[config.mk]
export PLATFORM = sky130hd
export DESIGN_NAME = wallace_mul16_seq_flat
export DESIGN_NICKNAME = d
export VERILOG_FILES = /design/src/rtl/wallace_mul16_seq_if.sv /design/src/rtl/wallace_mul16_seq.sv /design/src/flat_wrapper.sv
export SDC_FILE = /design/constraint.sdc
export NUM_CORES = 1
export LEC_CHECK = 0
export BUFFER_PORTS_ARGS = -buffer_cell sky130_fd_sc_hd__buf_2
export CAP_MARGIN = 10
export CORE_MARGIN = 2
export CORE_UTILIZATION = 51
export DETAILED_ROUTE_END_ITERATION = 8
export PLACE_DENSITY = 0.71
export SETUP_SLACK_MARGIN = 0.5
export SLEW_MARGIN = 25
export SYNTH_ARGS = -nofsm -noshare
export SYNTH_HDL_FRONTEND = slang
export SYNTH_SLANG_ARGS = --single-unit
[constraint.sdc]
create_clock -name clk -period 14.82 [get_ports clk]
set_input_delay 0.741 -clock clk [delete_from_list [all_inputs] [get_ports clk]]
set_output_delay 0.741 -clock clk [all_outputs]
set_load 0.02 [all_outputs]
[src/rtl/wallace_mul16_seq_if.sv]
// Operand/result handshake bundle for the sequential 16x16 multiplier.
// The master side supplies operands and accepts results; the slave side is the multiplier.
interface wallace_mul16_seq_if;
  logic        in_valid;
  logic        in_ready;
  logic [15:0] a;
  logic [15:0] b;
  logic        out_valid;
  logic        out_ready;
  logic [31:0] prod;
  logic        busy;

  modport master (
    output in_valid, a, b, out_ready,
    input  in_ready, out_valid, prod, busy
  );

  modport slave (
    input  in_valid, a, b, out_ready,
    output in_ready, out_valid, prod, busy
  );
endinterface

[src/rtl/wallace_mul16_seq.sv]
// 16x16 unsigned multiplier that reuses one 8x8 Wallace tree over four passes,
// accumulating shifted partial products before presenting the 32-bit result.
module wallace_mul16_seq (
  input  logic                      clk,
  input  logic                      rst,
  wallace_mul16_seq_if.slave        bus
);

  typedef enum logic [1:0] {StIdle, StMul, StDone} state_e;

  state_e      state_q;
  logic [1:0]  pass_q;
  logic [15:0] a_q;
  logic [15:0] b_q;
  logic [31:0] acc_q;

  logic [8:1]  tree_a;
  logic [8:1]  tree_b;
  logic [16:1] tree_p;
  logic [31:0] term;

  function automatic logic [15:0] csa_s(input logic [15:0] x, input logic [15:0] y,
                                        input logic [15:0] z);
    return x ^ y ^ z;
  endfunction

  function automatic logic [15:0] csa_c(input logic [15:0] x, input logic [15:0] y,
                                        input logic [15:0] z);
    return ((x & y) | (x & z) | (y & z)) << 1;
  endfunction

  // 8 rows -> 6 -> 4 -> 3 -> 2 via 3:2 compressors, then one carry-propagate add.
  // 16 bits suffice: the true product fits, so truncated carries are always zero.
  function automatic logic [15:0] wallace8x8(input logic [7:0] x, input logic [7:0] y);
    logic [15:0] pp [8];
    logic [15:0] s0, c0, s1, c1, s2, c2, s3, c3, s4, c4, s5, c5;
    for (int i = 0; i < 8; i++) begin
      pp[i] = y[i] ? (16'(x) << i) : 16'h0000;
    end
    s0 = csa_s(pp[0], pp[1], pp[2]);  c0 = csa_c(pp[0], pp[1], pp[2]);
    s1 = csa_s(pp[3], pp[4], pp[5]);  c1 = csa_c(pp[3], pp[4], pp[5]);
    s2 = csa_s(s0, c0, s1);           c2 = csa_c(s0, c0, s1);
    s3 = csa_s(c1, pp[6], pp[7]);     c3 = csa_c(c1, pp[6], pp[7]);
    s4 = csa_s(s2, c2, s3);           c4 = csa_c(s2, c2, s3);
    s5 = csa_s(s4, c4, c3);           c5 = csa_c(s4, c4, c3);
    return s5 + c5;
  endfunction

  always_comb begin
    tree_a = a_q[7:0];
    tree_b = b_q[7:0];
    unique case (pass_q)
      2'd0: begin tree_a = a_q[7:0];  tree_b = b_q[7:0];  end
      2'd1: begin tree_a = a_q[15:8]; tree_b = b_q[7:0];  end
      2'd2: begin tree_a = a_q[7:0];  tree_b = b_q[15:8]; end
      2'd3: begin tree_a = a_q[15:8]; tree_b = b_q[15:8]; end
    endcase
  end

  assign tree_p = wallace8x8(tree_a, tree_b);

  always_comb begin
    term = {16'h0000, tree_p};
    unique case (pass_q)
      2'd0:       term = {16'h0000, tree_p};
      2'd1, 2'd2: term = {8'h00, tree_p, 8'h00};
      2'd3:       term = {tree_p, 16'h0000};
    endcase
  end

  assign bus.in_ready  = (state_q == StIdle) || ((state_q == StDone) && bus.out_ready);
  assign bus.out_valid = (state_q == StDone);
  assign bus.busy      = (state_q != StIdle);
  assign bus.prod      = acc_q;

  always_ff @(posedge clk or posedge rst) begin
    if (rst) begin
      state_q <= StIdle;
      pass_q  <= 2'd0;
      a_q     <= 16'h0000;
      b_q     <= 16'h0000;
      acc_q   <= 32'h0000_0000;
    end else begin
      case (state_q)
        StIdle: begin
          if (bus.in_valid) begin
            a_q     <= bus.a;
            b_q     <= bus.b;
            acc_q   <= 32'h0000_0000;
            pass_q  <= 2'd0;
            state_q <= StMul;
          end
        end
        StMul: begin
          acc_q  <= acc_q + term;
          pass_q <= pass_q + 2'd1;
          if (pass_q == 2'd3) state_q <= StDone;
        end
        StDone: begin
          // Consume and re-accept share one edge so back-to-back ops have no bubble.
          if (bus.out_ready) begin
            if (bus.in_valid) begin
              a_q     <= bus.a;
              b_q     <= bus.b;
              acc_q   <= 32'h0000_0000;
              pass_q  <= 2'd0;
              state_q <= StMul;
            end else begin
              state_q <= StIdle;
            end
          end
        end
        default: state_q <= StIdle;
      endcase
    end
  end

endmodule
[src/flat_wrapper.sv]
// flat-port wrapper written by rule: the top's interface ports become plain ports
module wallace_mul16_seq_flat 
  (clk, rst, bus_in_valid, bus_a, bus_b, bus_out_ready, bus_in_ready, bus_out_valid, bus_prod, bus_busy);
  wallace_mul16_seq_if bus_i ();
  input  logic clk;
  input  logic rst;
  input wire logic [$bits(bus_i.in_valid)-1:0] bus_in_valid;
  input wire logic [$bits(bus_i.a)-1:0] bus_a;
  input wire logic [$bits(bus_i.b)-1:0] bus_b;
  input wire logic [$bits(bus_i.out_ready)-1:0] bus_out_ready;
  output wire logic [$bits(bus_i.in_ready)-1:0] bus_in_ready;
  output wire logic [$bits(bus_i.out_valid)-1:0] bus_out_valid;
  output wire logic [$bits(bus_i.prod)-1:0] bus_prod;
  output wire logic [$bits(bus_i.busy)-1:0] bus_busy;
  assign bus_i.in_valid = bus_in_valid;
  assign bus_i.a = bus_a;
  assign bus_i.b = bus_b;
  assign bus_i.out_ready = bus_out_ready;
  assign bus_in_ready = bus_i.in_ready;
  assign bus_out_valid = bus_i.out_valid;
  assign bus_prod = bus_i.prod;
  assign bus_busy = bus_i.busy;
  wallace_mul16_seq u_core (.clk(clk), .rst(rst), .bus(bus_i));
endmodule
Word-level counts from Yosys, hierarchy flattened. Cells that the tools add are included.

Bits in registers: 68. Latch bits: 0. Bits in writable memories: 0. Bits in read-only memories: 0. Bits of input ports: 36. Output and inout bits: 35. Word-level logic and storage cells: 101. Memories kept: 0.

$add $sub $neg: 3. Multiply operators: 0. Divide/modulo/power cells: 0. Order comparisons: 0. Eq/ne operators: 8. Shifts and indexed selects: 0. Mux-type cells: 28. Bitwise gates (word level): 42. Reduce and logical (&&, ||, !) cells: 15.

Operator list (number): $and A15 B15 Y15 (18); $pmux W32 S3 (2); $or A15 B15 Y15 (12); $xor A16 B16 Y16 (8); $mux W16 (4); $mux W32 (2); $pmux W16 S2 (2); $add A32 B32 Y32 (1); $pmux W8 S2 (2); $add A16 B16 Y16 (1); $xor A16 B10 Y16 (1); $xor A16 B13 Y16 (1); $xor A16 B14 Y16 (1); $xor A16 B15 Y16 (1); $mux W15 (1); $mux W14 (1); $mux W13 (1); $mux W12 (1); $pmux W2 S3 (2); $mux W11 (1); $mux W10 (1); $mux W2 (5); $reduce_or A2 Y1 (5); $mux W9 (1); 14 further kinds (21).

Longest topological paths before layout.
Word-level depth: 20. Mapped depth: 35. Mapped depth without buffers: 33.

Least setup slack after synthesis. No wires, ideal clock.

Path kind: register -> register. Start point: reg u_core.pass_q[0]. End point: reg u_core.acc_q[31] (netlist: u_core.bus.prod[31]). Setup time: 74 ps. Arrival: 7540 ps. Required time: 14746 ps. Slack: 7206 ps. Cell stages (with the launch flop): 34. Buffers on the path: 3. Period minus slack after synthesis: 7614 ps. Path through: dfrtp_1 -> ha_1 -> clkbuf_1 -> nor2_1 -> buf_1 -> mux2i_1 -> nor2_1 -> fa_1 -> inv_1 -> fa_1 -> fa_1 -> fa_1 -> inv_1 -> ha_1 -> nor2b_1 -> o21ai_1 -> a21oi_1 -> or2_1 -> o21ai_0 -> nand2b_1 -> a21oi_1 -> xnor2_1 -> a22o_1 -> ha_1 -> clkbuf_1 -> a21oi_1 -> nand2_1 -> a221oi_1 -> o21ai_0 -> o2111ai_1 -> nand4b_1 -> xnor2_1 -> or3_1 -> o21ai_2.

Cells in the longest elaborated chain, start to end: 20. Elaborated cells on any way between the ends: 65. Those cells by class: add/sub (2); eq/ne (3); mux (12); bitwise (42); reduce/logical (6).

RTL lines: start, declared (line wallace_mul16_seq.sv:12) `logic [1:0] pass_q;`; start signal, assigned (line wallace_mul16_seq.sv:96) `pass_q <= pass_q + 2'd1;`; $eq A2 B1 Y1, or another cell as far along (line wallace_mul16_seq.sv:52, wallace_mul16_seq.sv:64); $reduce_or A2 Y1 (no source line); $pmux W8 S2 (line wallace_mul16_seq.sv:52) `unique case (pass_q)`; $mux W8, or another cell as far along (line wallace_mul16_seq.sv:38) `pp[i] = y[i] ? (16'(x) << i) : 16'h0000;`; $and A15 B15 Y15 (line wallace_mul16_seq.sv:29) `return ((x & y) | (x & z) | (y & z)) << 1;`; $or A15 B15 Y15 (2 in a row) (line wallace_mul16_seq.sv:29); $and A15 B15 Y15 (line wallace_mul16_seq.sv:29); $or A15 B15 Y15 (2 in a row) (line wallace_mul16_seq.sv:29); $and A15 B15 Y15 (line wallace_mul16_seq.sv:29); $or A15 B15 Y15 (2 in a row) (line wallace_mul16_seq.sv:29); $and A15 B15 Y15 (line wallace_mul16_seq.sv:29); $or A15 B15 Y15 (2 in a row) (line wallace_mul16_seq.sv:29); $add A16 B16 Y16 (line wallace_mul16_seq.sv:46) `return s5 + c5;`; $pmux W32 S3 * (line wallace_mul16_seq.sv:64) `unique case (pass_q)`; $add A32 B32 Y32 * (line wallace_mul16_seq.sv:95) `acc_q <= acc_q + term;`; $pmux W32 S3 * (line wallace_mul16_seq.sv:84) `case (state_q)`; end signal, assigned (line wallace_mul16_seq.sv:95); end, declared (line wallace_mul16_seq.sv:15) `logic [31:0] acc_q;`.

Every way passes the cells marked *; elsewhere a longest branch is shown, timed or not. A chain may end at the register's enable or synchronous reset.

Final worst setup path. Ends and elaborated chain as after synthesis.

==> impl_metrics.tcl <==
set metrics [dict create \
    wl_um 15800 \
    syn2layout_area_growth_pct 12.6 \
    crit_type "flop to flop" \
    fillers 1114 \
    dieArea_mm2 0.0135 \
    setup_slack_ns 6.25 \
    hpwl_um 12500 \
    syn_area_per_cell_um2 8.53 \
    drt_iter0_markers 377 \
    clock_latency_ns 0.35 \
    grt_util_all_layers 0.249 \
    drv_slew 0 \
    grt_max_degree 69 \
    crit_slowest_cell "nor2_1" \
    finalSetupTns_ns 0 \
    port_buffers 70 \
    ctsHoldBuffers 0 \
    relSlewSlack 0.354 \
    worst_ep_required_time_ns 15.09 \
    antenna_cells 0 \
    worst_setup_hold_path_clk_slew_ns 0.07 \
    ys_async_sr_fraction 1.00 \
    synth_warnings 0 \
    tightest_slew_ns 0.966 \
    grt_pass1_vias 5305 \
    hold_violations 0 \
    cp_top_family "adder cells" \
    overflow 0 \
    synth_edf_count 0 \
    synth_cell_types 65 \
    fin_worst_skew_ns 0.0139 \
    gp_routability_congestion 0.958 \
    synth_top_area_share 0.265 \
    postCtsResizedCells 0 \
    seq_area_mm2 0.00170 \
    dp_slack_ns 6.29 \
    setup_violations 0 \
    die_w_um 116 \
    drtAntennaViolNets 0 \
    multiInputGateArea_mm2 0.00440 \
    ys_seq_area_frac 0.265 \
    fin_crit_ns 8.57 \
    h-tree-depth 3 \
    drive_gt1_frac 0.147 \
    postCtsSetupRepairBufs 0 \
    path_buf_inv 2 \
    synth_top_cell_by_area "dfrtp_1" \
    num_vias 5451 \
    postSynthCellCount 752 \
    clock_path_buffers 2 \
    core-area_mm2 0.0122 \
    grt_pass1_wl_um 26400 \
    wl_per_cell_um 16.1 \
    cpPeakStageDelay_ns 0.77 \
    io_pins 71 \
    startpoint_type "flop" \
    dr.pass1.iters 5 \
    antenna_found_initial 0 \
    rsz0062_at_grt "false" \
    viasPerCell 5.52 \
    initial_core_util 0.527 \
    cts_buffers 9 \
    synthTopCellsByArea "dfrtp_1, fa_1, ha_1" \
    path_max_fanout 11 \
    cts-root-buf "clkbuf_16" \
    syn_area_mm2 0.00641 \
    cts_num_sinks 68 \
    synth_ff_type "dfrtp_1" \
    crit_top_cell "fa_1" \
    ys_ff_latch 68 \
    cap_violations 0 \
    synthTopCellsByCount "nand2_1, dfrtp_1, nor2_1, ha_1, inv_1" \
    die_h_um 116 \
    hp-class "flop to flop" \
    final_nets 950 \
    status "finished clean" \
    yosysMostFrequentCell "nand2_1" \
    cp-end-kind "flop" \
    fin_crit_sh 0.578 \
    syn_nets 888 \
    arrival_ns 8.84 \
    max_freq_mhz 117 \
    num_rows 40 \
    route.detailed.drc 0 \
    tritoncts "yes" \
]
-- cell families after synthesis --
family / after synthesis / synth area share
flops: 68 / 0.265
buf+inv: 82 / 0.0494
simple gates: 288 / 0.197
fa+ha+maj: 100 / 0.242
compound gates: 157 / 0.164
mux: 22 / 0.0353
xor+xnor: 35 / 0.0478
-- worst reg2reg max path, delay by kind of cell (launching register included) --
kind                     cells  cell delay (ns)
adder cells (fa/ha/maj)      7             3.10
AND/OR/NAND/NOR              8             1.94
buffers and inverters        2             0.10
multiplexers                 1             0.73
AO/OA/AOI/OAI               10             1.91
XOR/XNOR                     2             0.28
flip-flops                   1             0.43
-- state kept, by name, indices dropped and copies added, names as in the netlist --
name,cells
u_core.bus.prod,32
u_core.b_q,16
u_core.pass_q,2
u_core.state_q,2
u_core.a_q,16
-- final cells by class --
type                       instances  share of cell area
clock inverter                     7              0.0104
sequential                        68               0.236
multi-input combinational        602               0.610
inverter                          58              0.0302
tap                              168              0.0291
timing repair buffer              75              0.0537
clock buffer                       9              0.0312
-- metrics by stage --
| stage | cells | area [µm²] | hold WS [ns] | utilization |
|---|---|---|---|---|
| finish | 987 | 7220 | 0.481 | 0.594 |
| global route | 987 | 7220 | 0.508 | 0.594 |
| CTS | 987 | 7220 | 0.485 | 0.594 |
| detailed placement | 971 | 6920 | 0.470 | 0.569 |
| global placement | 971 | 6920 | 0.459 | 0.569 |
| floorplan | 752 | 6410 | 0.445 | - |
-- final timing paths --
| path | end | cells after the start | slack (ns) | start |
|---|---|---|---|---|
| max | u_core.bus.prod[31] | 30 | 6.25 | u_core.pass_q[0] |
| min | u_core.a_q[11] | 2 | 0.48 | u_core.a_q[11] |
| max reg2reg | u_core.bus.prod[31] | 30 | 6.25 | u_core.pass_q[0] |
| min reg2reg | u_core.a_q[11] | 2 | 0.48 | u_core.a_q[11] |
| max in group asynchronous | u_core.a_q[2] | 3 | 13.61 | rst |
| min in group asynchronous | u_core.bus.prod[6] | 3 | 0.66 | rst |
-- cell usage in the layout (no fill, tap or decap), types with 9 or more instances in the layout --
master,count
mux2i_1,17
a21oi_1,34
ha_1,60
o21ai_1,21
dfrtp_1,68
and2_1,12
inv_1,57
xor2_1,16
fa_1,40
buf_2,70
nand3_1,31
clkbuf_16,9
a21o_1,14
nand2_1,137
nor2_1,64
nor2b_1,10
xnor2_1,19
o21ai_0,34
-- per-layer routing --
metal	part of all wire	vias up	global-route usage
met5	0	-	0
met4	0.0069	0	0.0508
met3	0.052	12	0.0472
met2	0.46	145	0.388
met1	0.48	2626	0.367
li1	-	2668	-
Power is not shown: default switching activity piles up to over one toggle a cycle in this logic, so the estimate is an artifact.
